<file path="config.mk">
export PLATFORM = sky130hd
export DESIGN_NAME = multicycle_ctrl
export DESIGN_NICKNAME = d
export VERILOG_FILES = /design/src/rtl/cpu_pkg.sv /design/src/rtl/mc_decode.sv /design/src/rtl/multicycle_ctrl.sv
export SDC_FILE = /design/constraint.sdc
export NUM_CORES = 1
export LEC_CHECK = 0
export ABC_AREA = 1
export BUFFER_PORTS_ARGS = -buffer_cell sky130_fd_sc_hd__buf_2
export CAP_MARGIN = 20
export CORE_MARGIN = 4
export CORE_UTILIZATION = 35
export DETAILED_ROUTE_END_ITERATION = 10
export GPL_ROUTABILITY_DRIVEN = 1
export PLACE_DENSITY = 0.56
export SLEW_MARGIN = 30
export SYNTH_ARGS = -nofsm -noshare
export SYNTH_HDL_FRONTEND = slang
export SYNTH_SLANG_ARGS = --single-unit
</file>
<file path="constraint.sdc">
create_clock -name clk -period 2.85 [get_ports clk]
set_input_delay 0.285 -clock clk [delete_from_list [all_inputs] [get_ports clk]]
set_output_delay 0.285 -clock clk [all_outputs]
set_load 0.03 [all_outputs]
</file>
<file path="src/rtl/cpu_pkg.sv">
// Shared encodings for the multi-cycle MIPS-subset controller and its datapath.
// Opcode/funct values, ALU operation codes, FSM state and PC source encodings.
// Instruction classes and the decoder result struct used between mc_decode and the FSM.
package cpu_pkg;

    localparam logic [5:0] OP_RTYPE = 6'h00;
    localparam logic [5:0] OP_J     = 6'h02;
    localparam logic [5:0] OP_JAL   = 6'h03;
    localparam logic [5:0] OP_BEQ   = 6'h04;
    localparam logic [5:0] OP_BNE   = 6'h05;
    localparam logic [5:0] OP_ADDI  = 6'h08;
    localparam logic [5:0] OP_ANDI  = 6'h0C;
    localparam logic [5:0] OP_ORI   = 6'h0D;
    localparam logic [5:0] OP_LW    = 6'h23;
    localparam logic [5:0] OP_SW    = 6'h2B;

    localparam logic [5:0] FN_SLL   = 6'h00;
    localparam logic [5:0] FN_SRL   = 6'h02;
    localparam logic [5:0] FN_JR    = 6'h08;
    localparam logic [5:0] FN_ADD   = 6'h20;
    localparam logic [5:0] FN_SUB   = 6'h22;
    localparam logic [5:0] FN_AND   = 6'h24;
    localparam logic [5:0] FN_OR    = 6'h25;
    localparam logic [5:0] FN_SLT   = 6'h2A;

    localparam logic [4:0] ALU_ADD  = 5'd0;
    localparam logic [4:0] ALU_SUB  = 5'd1;
    localparam logic [4:0] ALU_AND  = 5'd2;
    localparam logic [4:0] ALU_OR   = 5'd3;
    localparam logic [4:0] ALU_SLT  = 5'd4;
    localparam logic [4:0] ALU_SLL  = 5'd5;
    localparam logic [4:0] ALU_SRL  = 5'd6;

    localparam logic [1:0] PCSRC_PLUS4  = 2'b00;
    localparam logic [1:0] PCSRC_BRANCH = 2'b01;
    localparam logic [1:0] PCSRC_JUMP   = 2'b10;
    localparam logic [1:0] PCSRC_RS     = 2'b11;

    typedef enum logic [2:0] {
        S_FETCH  = 3'd0,
        S_DECODE = 3'd1,
        S_EXEC   = 3'd2,
        S_MEM    = 3'd3,
        S_WB     = 3'd4,
        S_TRAP   = 3'd7
    } state_e;

    typedef enum logic [3:0] {
        CL_RALU, CL_IALU, CL_LW, CL_SW, CL_BEQ, CL_BNE, CL_J, CL_JAL, CL_JR
    } iclass_e;

    typedef struct packed {
        iclass_e    cls;
        logic [4:0] alu_ctrl;
        logic       extend;
        logic       illegal;
    } dec_t;

endpackage

</file>
<file path="src/rtl/mc_decode.sv">
// Combinational op/func decode into instruction class, ALU op, extend mode, illegal flag.
// Latency: 0 cycles (pure combinational).
// Backpressure: none; consumer samples it when the FSM needs it.
module mc_decode
    import cpu_pkg::*;
(
    input  logic [5:0] op,
    input  logic [5:0] func,
    output dec_t       dec
);

    // Table lookup; anything not listed is illegal. Branches sign-extend their offset.
    always_comb begin
        dec = '{cls: CL_RALU, alu_ctrl: ALU_ADD, extend: 1'b0, illegal: 1'b0};
        case (op)
            OP_RTYPE: begin
                case (func)
                    FN_ADD:  dec.alu_ctrl = ALU_ADD;
                    FN_SUB:  dec.alu_ctrl = ALU_SUB;
                    FN_AND:  dec.alu_ctrl = ALU_AND;
                    FN_OR:   dec.alu_ctrl = ALU_OR;
                    FN_SLT:  dec.alu_ctrl = ALU_SLT;
                    FN_SLL:  dec.alu_ctrl = ALU_SLL;
                    FN_SRL:  dec.alu_ctrl = ALU_SRL;
                    FN_JR:   dec.cls      = CL_JR;
                    default: dec.illegal  = 1'b1;
                endcase
            end
            OP_ADDI: begin dec.cls = CL_IALU; dec.extend = 1'b1; end
            OP_ANDI: begin dec.cls = CL_IALU; dec.alu_ctrl = ALU_AND; end
            OP_ORI:  begin dec.cls = CL_IALU; dec.alu_ctrl = ALU_OR;  end
            OP_LW:   begin dec.cls = CL_LW;   dec.extend = 1'b1; end
            OP_SW:   begin dec.cls = CL_SW;   dec.extend = 1'b1; end
            OP_BEQ:  begin dec.cls = CL_BEQ;  dec.alu_ctrl = ALU_SUB; dec.extend = 1'b1; end
            OP_BNE:  begin dec.cls = CL_BNE;  dec.alu_ctrl = ALU_SUB; dec.extend = 1'b1; end
            OP_J:    dec.cls = CL_J;
            OP_JAL:  dec.cls = CL_JAL;
            default: dec.illegal = 1'b1;
        endcase
    end

endmodule

</file>
<file path="src/rtl/multicycle_ctrl.sv">
// Multi-cycle MIPS-subset control FSM with run gating, illegal/timeout trap and retire counter.
// Latency: branch/jump 3 cycles, R/I-ALU 4, sw 4+waits, lw 5+waits.
// Backpressure: MEM state stalls until mem_ready; FETCH holds while run=0.
module multicycle_ctrl
    import cpu_pkg::*;
#(
    parameter int RETIRE_W    = 32,
    parameter int MEM_TIMEOUT = 16
)(
    input  logic                clk,
    input  logic                rst,
    input  logic                run,
    input  logic [5:0]          op,
    input  logic [5:0]          func,
    input  logic                zero,
    input  logic                mem_ready,
    output logic                PCWrite,
    output logic [1:0]          PCSrc,
    output logic                IRWrite,
    output logic                RegWrite,
    output logic                RegDst,
    output logic                PCtoReg,
    output logic                MemtoReg,
    output logic                mem_req,
    output logic                MemWrite,
    output logic                ALUSrcA,
    output logic                ALUSrcB,
    output logic                Extend,
    output logic [4:0]          ALUControl,
    output logic [2:0]          state,
    output logic                instr_done,
    output logic                trap,
    output logic [RETIRE_W-1:0] instret
);

    localparam int WAIT_W = (MEM_TIMEOUT < 2) ? 1 : $clog2(MEM_TIMEOUT + 1);

    state_e              state_q, state_d;
    logic [WAIT_W-1:0]   mem_wait_q, mem_wait_d;
    logic [RETIRE_W-1:0] instret_q, instret_d;
    dec_t                dec;

    logic       pc_write, ir_write, reg_write, reg_dst, pc_to_reg, mem_to_reg;
    logic       mem_req_c, mem_write, alu_drive, done;
    logic [1:0] pc_src;

    mc_decode u_decode (
        .op   (op),
        .func (func),
        .dec  (dec)
    );

    // State, MEM wait counter and retired-instruction counter.
    always_ff @(posedge clk or posedge rst) begin
        if (rst) begin
            state_q    <= S_FETCH;
            mem_wait_q <= '0;
            instret_q  <= '0;
        end else begin
            state_q    <= state_d;
            mem_wait_q <= mem_wait_d;
            instret_q  <= instret_d;
        end
    end

    // Next state and Moore control decode of state + op/func.
    always_comb begin
        state_d    = state_q;
        mem_wait_d = mem_wait_q;
        pc_write   = 1'b0;
        pc_src     = PCSRC_PLUS4;
        ir_write   = 1'b0;
        reg_write  = 1'b0;
        reg_dst    = 1'b0;
        pc_to_reg  = 1'b0;
        mem_to_reg = 1'b0;
        mem_req_c  = 1'b0;
        mem_write  = 1'b0;
        alu_drive  = 1'b0;
        done       = 1'b0;
        case (state_q)
            S_FETCH: begin
                if (run) begin
                    ir_write = 1'b1;
                    pc_write = 1'b1;
                    state_d  = S_DECODE;
                end
            end
            S_DECODE: state_d = dec.illegal ? S_TRAP : S_EXEC;
            S_EXEC: begin
                alu_drive = 1'b1;
                state_d   = S_FETCH;
                case (dec.cls)
                    CL_RALU, CL_IALU: state_d = S_WB;
                    CL_LW, CL_SW:     state_d = S_MEM;
                    CL_BEQ: begin
                        pc_write = zero;
                        pc_src   = PCSRC_BRANCH;
                        done     = 1'b1;
                    end
                    CL_BNE: begin
                        pc_write = ~zero;
                        pc_src   = PCSRC_BRANCH;
                        done     = 1'b1;
                    end
                    CL_J: begin
                        pc_write = 1'b1;
                        pc_src   = PCSRC_JUMP;
                        done     = 1'b1;
                    end
                    CL_JAL: begin
                        pc_write  = 1'b1;
                        pc_src    = PCSRC_JUMP;
                        reg_write = 1'b1;
                        pc_to_reg = 1'b1;
                        done      = 1'b1;
                    end
                    CL_JR: begin
                        pc_write = 1'b1;
                        pc_src   = PCSRC_RS;
                        done     = 1'b1;
                    end
                    default: state_d = S_TRAP;
                endcase
            end
            S_MEM: begin
                alu_drive = 1'b1;
                mem_req_c = 1'b1;
                mem_write = (dec.cls == CL_SW);
                if (mem_ready) begin
                    mem_wait_d = '0;
                    if (dec.cls == CL_LW) begin
                        state_d = S_WB;
                    end else begin
                        state_d = S_FETCH;
                        done    = 1'b1;
                    end
                end else if (MEM_TIMEOUT != 0) begin
                    if (mem_wait_q == WAIT_W'(MEM_TIMEOUT - 1)) begin
                        state_d    = S_TRAP;
                        mem_wait_d = '0;
                    end else begin
                        mem_wait_d = mem_wait_q + 1'b1;
                    end
                end
            end
            S_WB: begin
                alu_drive  = 1'b1;
                reg_write  = 1'b1;
                reg_dst    = (dec.cls == CL_RALU);
                mem_to_reg = (dec.cls == CL_LW);
                done       = 1'b1;
                state_d    = S_FETCH;
            end
            S_TRAP:  state_d = S_TRAP;
            default: state_d = S_TRAP;
        endcase
        instret_d = instret_q + RETIRE_W'(done);
    end

    // There is no ALU result register in the datapath, so the ALU selects stay
    // driven from EXEC through MEM and WB. Enables are forced low during reset.
    assign ALUControl = alu_drive ? dec.alu_ctrl : ALU_ADD;
    assign ALUSrcA    = alu_drive & (dec.cls == CL_RALU) &
                        ((dec.alu_ctrl == ALU_SLL) | (dec.alu_ctrl == ALU_SRL));
    assign ALUSrcB    = alu_drive & ((dec.cls == CL_IALU) | (dec.cls == CL_LW) | (dec.cls == CL_SW));
    assign Extend     = alu_drive & dec.extend;
    assign PCWrite    = pc_write   & ~rst;
    assign PCSrc      = pc_src;
    assign IRWrite    = ir_write   & ~rst;
    assign RegWrite   = reg_write  & ~rst;
    assign RegDst     = reg_dst;
    assign PCtoReg    = pc_to_reg  & ~rst;
    assign MemtoReg   = mem_to_reg;
    assign mem_req    = mem_req_c  & ~rst;
    assign MemWrite   = mem_write  & ~rst;
    assign instr_done = done       & ~rst;
    assign state      = state_q;
    assign trap       = (state_q == S_TRAP);
    assign instret    = instret_q;

endmodule

</file>
==> summary.txt <==
Power and ir drop
  • Power consumption: 1.85 mW
  • Worst vdd ir: between 300 and 400 uV
  • P_leak: 1.77 nW
  • Internal: 1.12 mW
  • Reg power frac: 0.401
  • Clk network pwr share: 0.243
  • Combinational share of power: 0.356
  • PwrDens: 577 nW/um^2
  • Psw: about 720 uW
  • Switching share of power: 0.392

Clocking
  • Num CTS Buffers: 5
  • Post-CTS setup buffer count: 0
  • Clk_lat worst skew: between 0.2 and 0.3 ns
  • Hold buffers post-CTS: 0
  • Clk buf depth: 2
  • Clk Tree Root Cell: clkbuf_8
  • TritonCTS clock tree: yes
  • CTS resizes: 0
  • Sink Count: 40
  • Clk slew on worst S/H paths: 0.08 ns
  • CTS H-tree depth: 2

Logic synthesis
  • Synth top area share: 0.389
  • Area leader, netlist: dfrtp_1
  • Sequential area share after synthesis: 0.389
  • Post-synth cell types: 33
  • Avg Inst Size Synth: 7.47 um^2
  • Number of synthesized flops with an enable pin: 0
  • Mapped cell area: 2570 um^2
  • Most common cell in the netlist: nand2_1
  • Async SR Flop Fraction: 1.00
  • Cell count after synthesis: 344
  • Seq cells post-synth: 40
  • YS warnings: 0
  • Synth Flop Type: dfrtp_1
  • Top cells by area, synth: dfrtp_1 39%, nand2_1 9.3%, nor2_1 8.5%
  • Post-synth top cells: 64 x nand2_1, 58 x nor2_1, 52 x inv_1

Floorplanning
  • Core ar.: 6940 um^2
  • Row cnt: 30
  • Die W: 93.7 um
  • IO Pins: 72
  • Starting Density: 0.370
  • Die Y: 93.7 um
  • Die area: about 9000 um^2

Timing
  • Slew Limit Fails: 0
  • Fin crit period: 2.56 ns
  • Period utilization: 0.898
  • Final setup margin: around 0.29 ns
  • Final setup fails: 0
  • Slew margin rel.: 0.660
  • Fmax: 391 MHz
  • Final hold violations: 0
  • Setup Skew: 0.0104 ns
  • Unrepaired setup endpoints after global routing: no
  • Worst slew pin tran: 0.510 ns

Critical path
  • Critical path arrival: 2.74 ns
  • Required time worst endpoint: 3.03 ns
  • CP endpoint kind: flop
  • Worst setup SP type: flop
  • Crit path max fanout: 5
  • R2r setup slk: 0.29 ns
  • CP Class: flop to flop

Layout
  • Synth-to-Final Area Change: 24.7%
  • Non-filler cells, final: roughly 520
  • # nets final: approximately 450
  • Fin util: 0.461
  • Share of post-route cells with drive strength above 1: 0.245
  • ANT cells: 0

Flow run
  • Maxcap violations: 0

GRT
  • Initial antenna violation count: 0
  • GRT Residual Overflow: 0
  • Tot GR Track Use: 0.152
  • Vias in the first global route: about 2,400
  • First-pass GRT wire length: approximately 11,000 um
  • Largest net degree at the start of global routing: 41

Route
  • Detailed-route via count: 2,468
  • First DRT Iteration DRCs: 92
  • WL/cell: 12.2 um
  • DRC: 0
  • Final ANT Viol Nets: 0
  • DR pass1 iterations: 4
  • Total routed wirelength: 6400 um
  • Post-DR vias/cell: 4.71

Place
  • HPWL Detailed: roughly 5200 um
  • Placed Cells: 516
  • RD Place Congestion: 0.853
  • Worst slack at placement: -0.0320 ns
  • Port Buffer Count: 69

Run status
  • Status: completed

Worst hold path
  • Worst Hold Class: primary input to async pin
[power groups by stage]
stage	Sequential, mW	Clock [mW]	Combinational (mW)
2_1_floorplan	0.840	0	0.347
3_3_place_gp	0.749	0	0.656
3_5_place_dp	0.749	0	0.665
4_1_cts	0.740	0.463	0.664
5_1_grt	0.759	0.487	0.742
6_report	0.741	0.449	0.658
[sequential cells by signal, summed over array words and instances (netlist names)]
| register | flops |
|---|---|
| instret | 32 |
| state | 3 |
| mem_wait_q | 5 |
[metrics by stage]
stage | hold WS (ns) | TNS, ns | instance area (um^2)
after CTS | 0.205 | 0 | 3200
after global routing | 0.252 | 0 | 3200
final | 0.183 | 0 | 3200
after floorplan | 0.466 | 0 | 2570
after detailed placement | 0.459 | -0.0633 | 3090
after global placement | 0.458 | 0 | 3090
[layout make-up]
cell class	instances	area, um^2
fillers	744	3740
multi-input cells	248	1360
flip-flops and latches	40	1000
repair buffers	78	413
inverters	54	203
well taps	96	120
clock buffers	6	72.6
clock inverters	2	35.0
[cell usage in the layout, fill, tap and decap left out, types with 2 or more instances in the layout]
master	netlist	routed
xnor2_1	11	11
nand3_2	2	2
ha_1	3	3
buf_2	0	69
nor2_1	58	57
nand4_1	15	15
nor3_1	11	11
nor3_2	2	2
buf_4	2	9
clkbuf_8	0	5
inv_1	52	52
nand2_4	2	2
nor4_1	5	5
xor2_1	22	22
conb_1	1	2
nand2_2	2	2
a21oi_1	4	4
nor2_2	2	2
nor2_4	4	5
nand2_1	64	64
o21ai_0	8	8
dfrtp_1	40	39
nand3_1	22	22
[final timing paths]
check / startpoint / endpoint / cells past startpoint
setup / recovery: state[1] / instret[24] / 18
hold reg to reg: instret[31] / instret[31] / 1
max in group asynchronous: rst / state[0] / 3
min in group clk: mem_ready / mem_wait_q[1] / 4
hold / removal: rst / instret[2] / 3
setup reg to reg: state[1] / instret[24] / 18
[critical path, stage by stage, from the launching register on]
cell      delay (ns)
dfrtp_1         0.42
nand2_1         0.11
nor2_2          0.11
clkinv_1        0.08
o21ai_0         0.17
inv_1           0.08
nand2_1         0.07
ha_1            0.16
ha_1            0.17
inv_1           0.07
nor2_4          0.15
nand2_4         0.08
nor2_4          0.12
nand3_4         0.10
nor2_4          0.14
nand2_4         0.08
nor2_2          0.12
nand2_1         0.08
xor2_1          0.14
[cells by family (layout without fill, tap and decap cells)]
| kind of cell | Yosys count | after routing | synth area share |
|---|---|---|---|
| adders and majority gates | 3 | 3 | 0.0146 |
| buffers and inverters | 57 | 140 | 0.0862 |
| and+or+nand+nor | 192 | 192 | 0.354 |
| DFF | 40 | 40 | 0.389 |
| other | 1 | 2 | 0.00146 |
| xor gates and xnor gates | 33 | 33 | 0.112 |
| AOI/OAI and AO/OA | 18 | 18 | 0.0414 |
[routing by layer]
metal	wire length [um]	vias to the layer above	global-route usage
met3	388	7	0.0329
met2	2970	73	0.246
met4	72	0	0.0361
met1	2980	1130	0.206
li1	-	1258	-
met5	0	-	0
No activity file was read; power rests on OpenSTA's default activity.
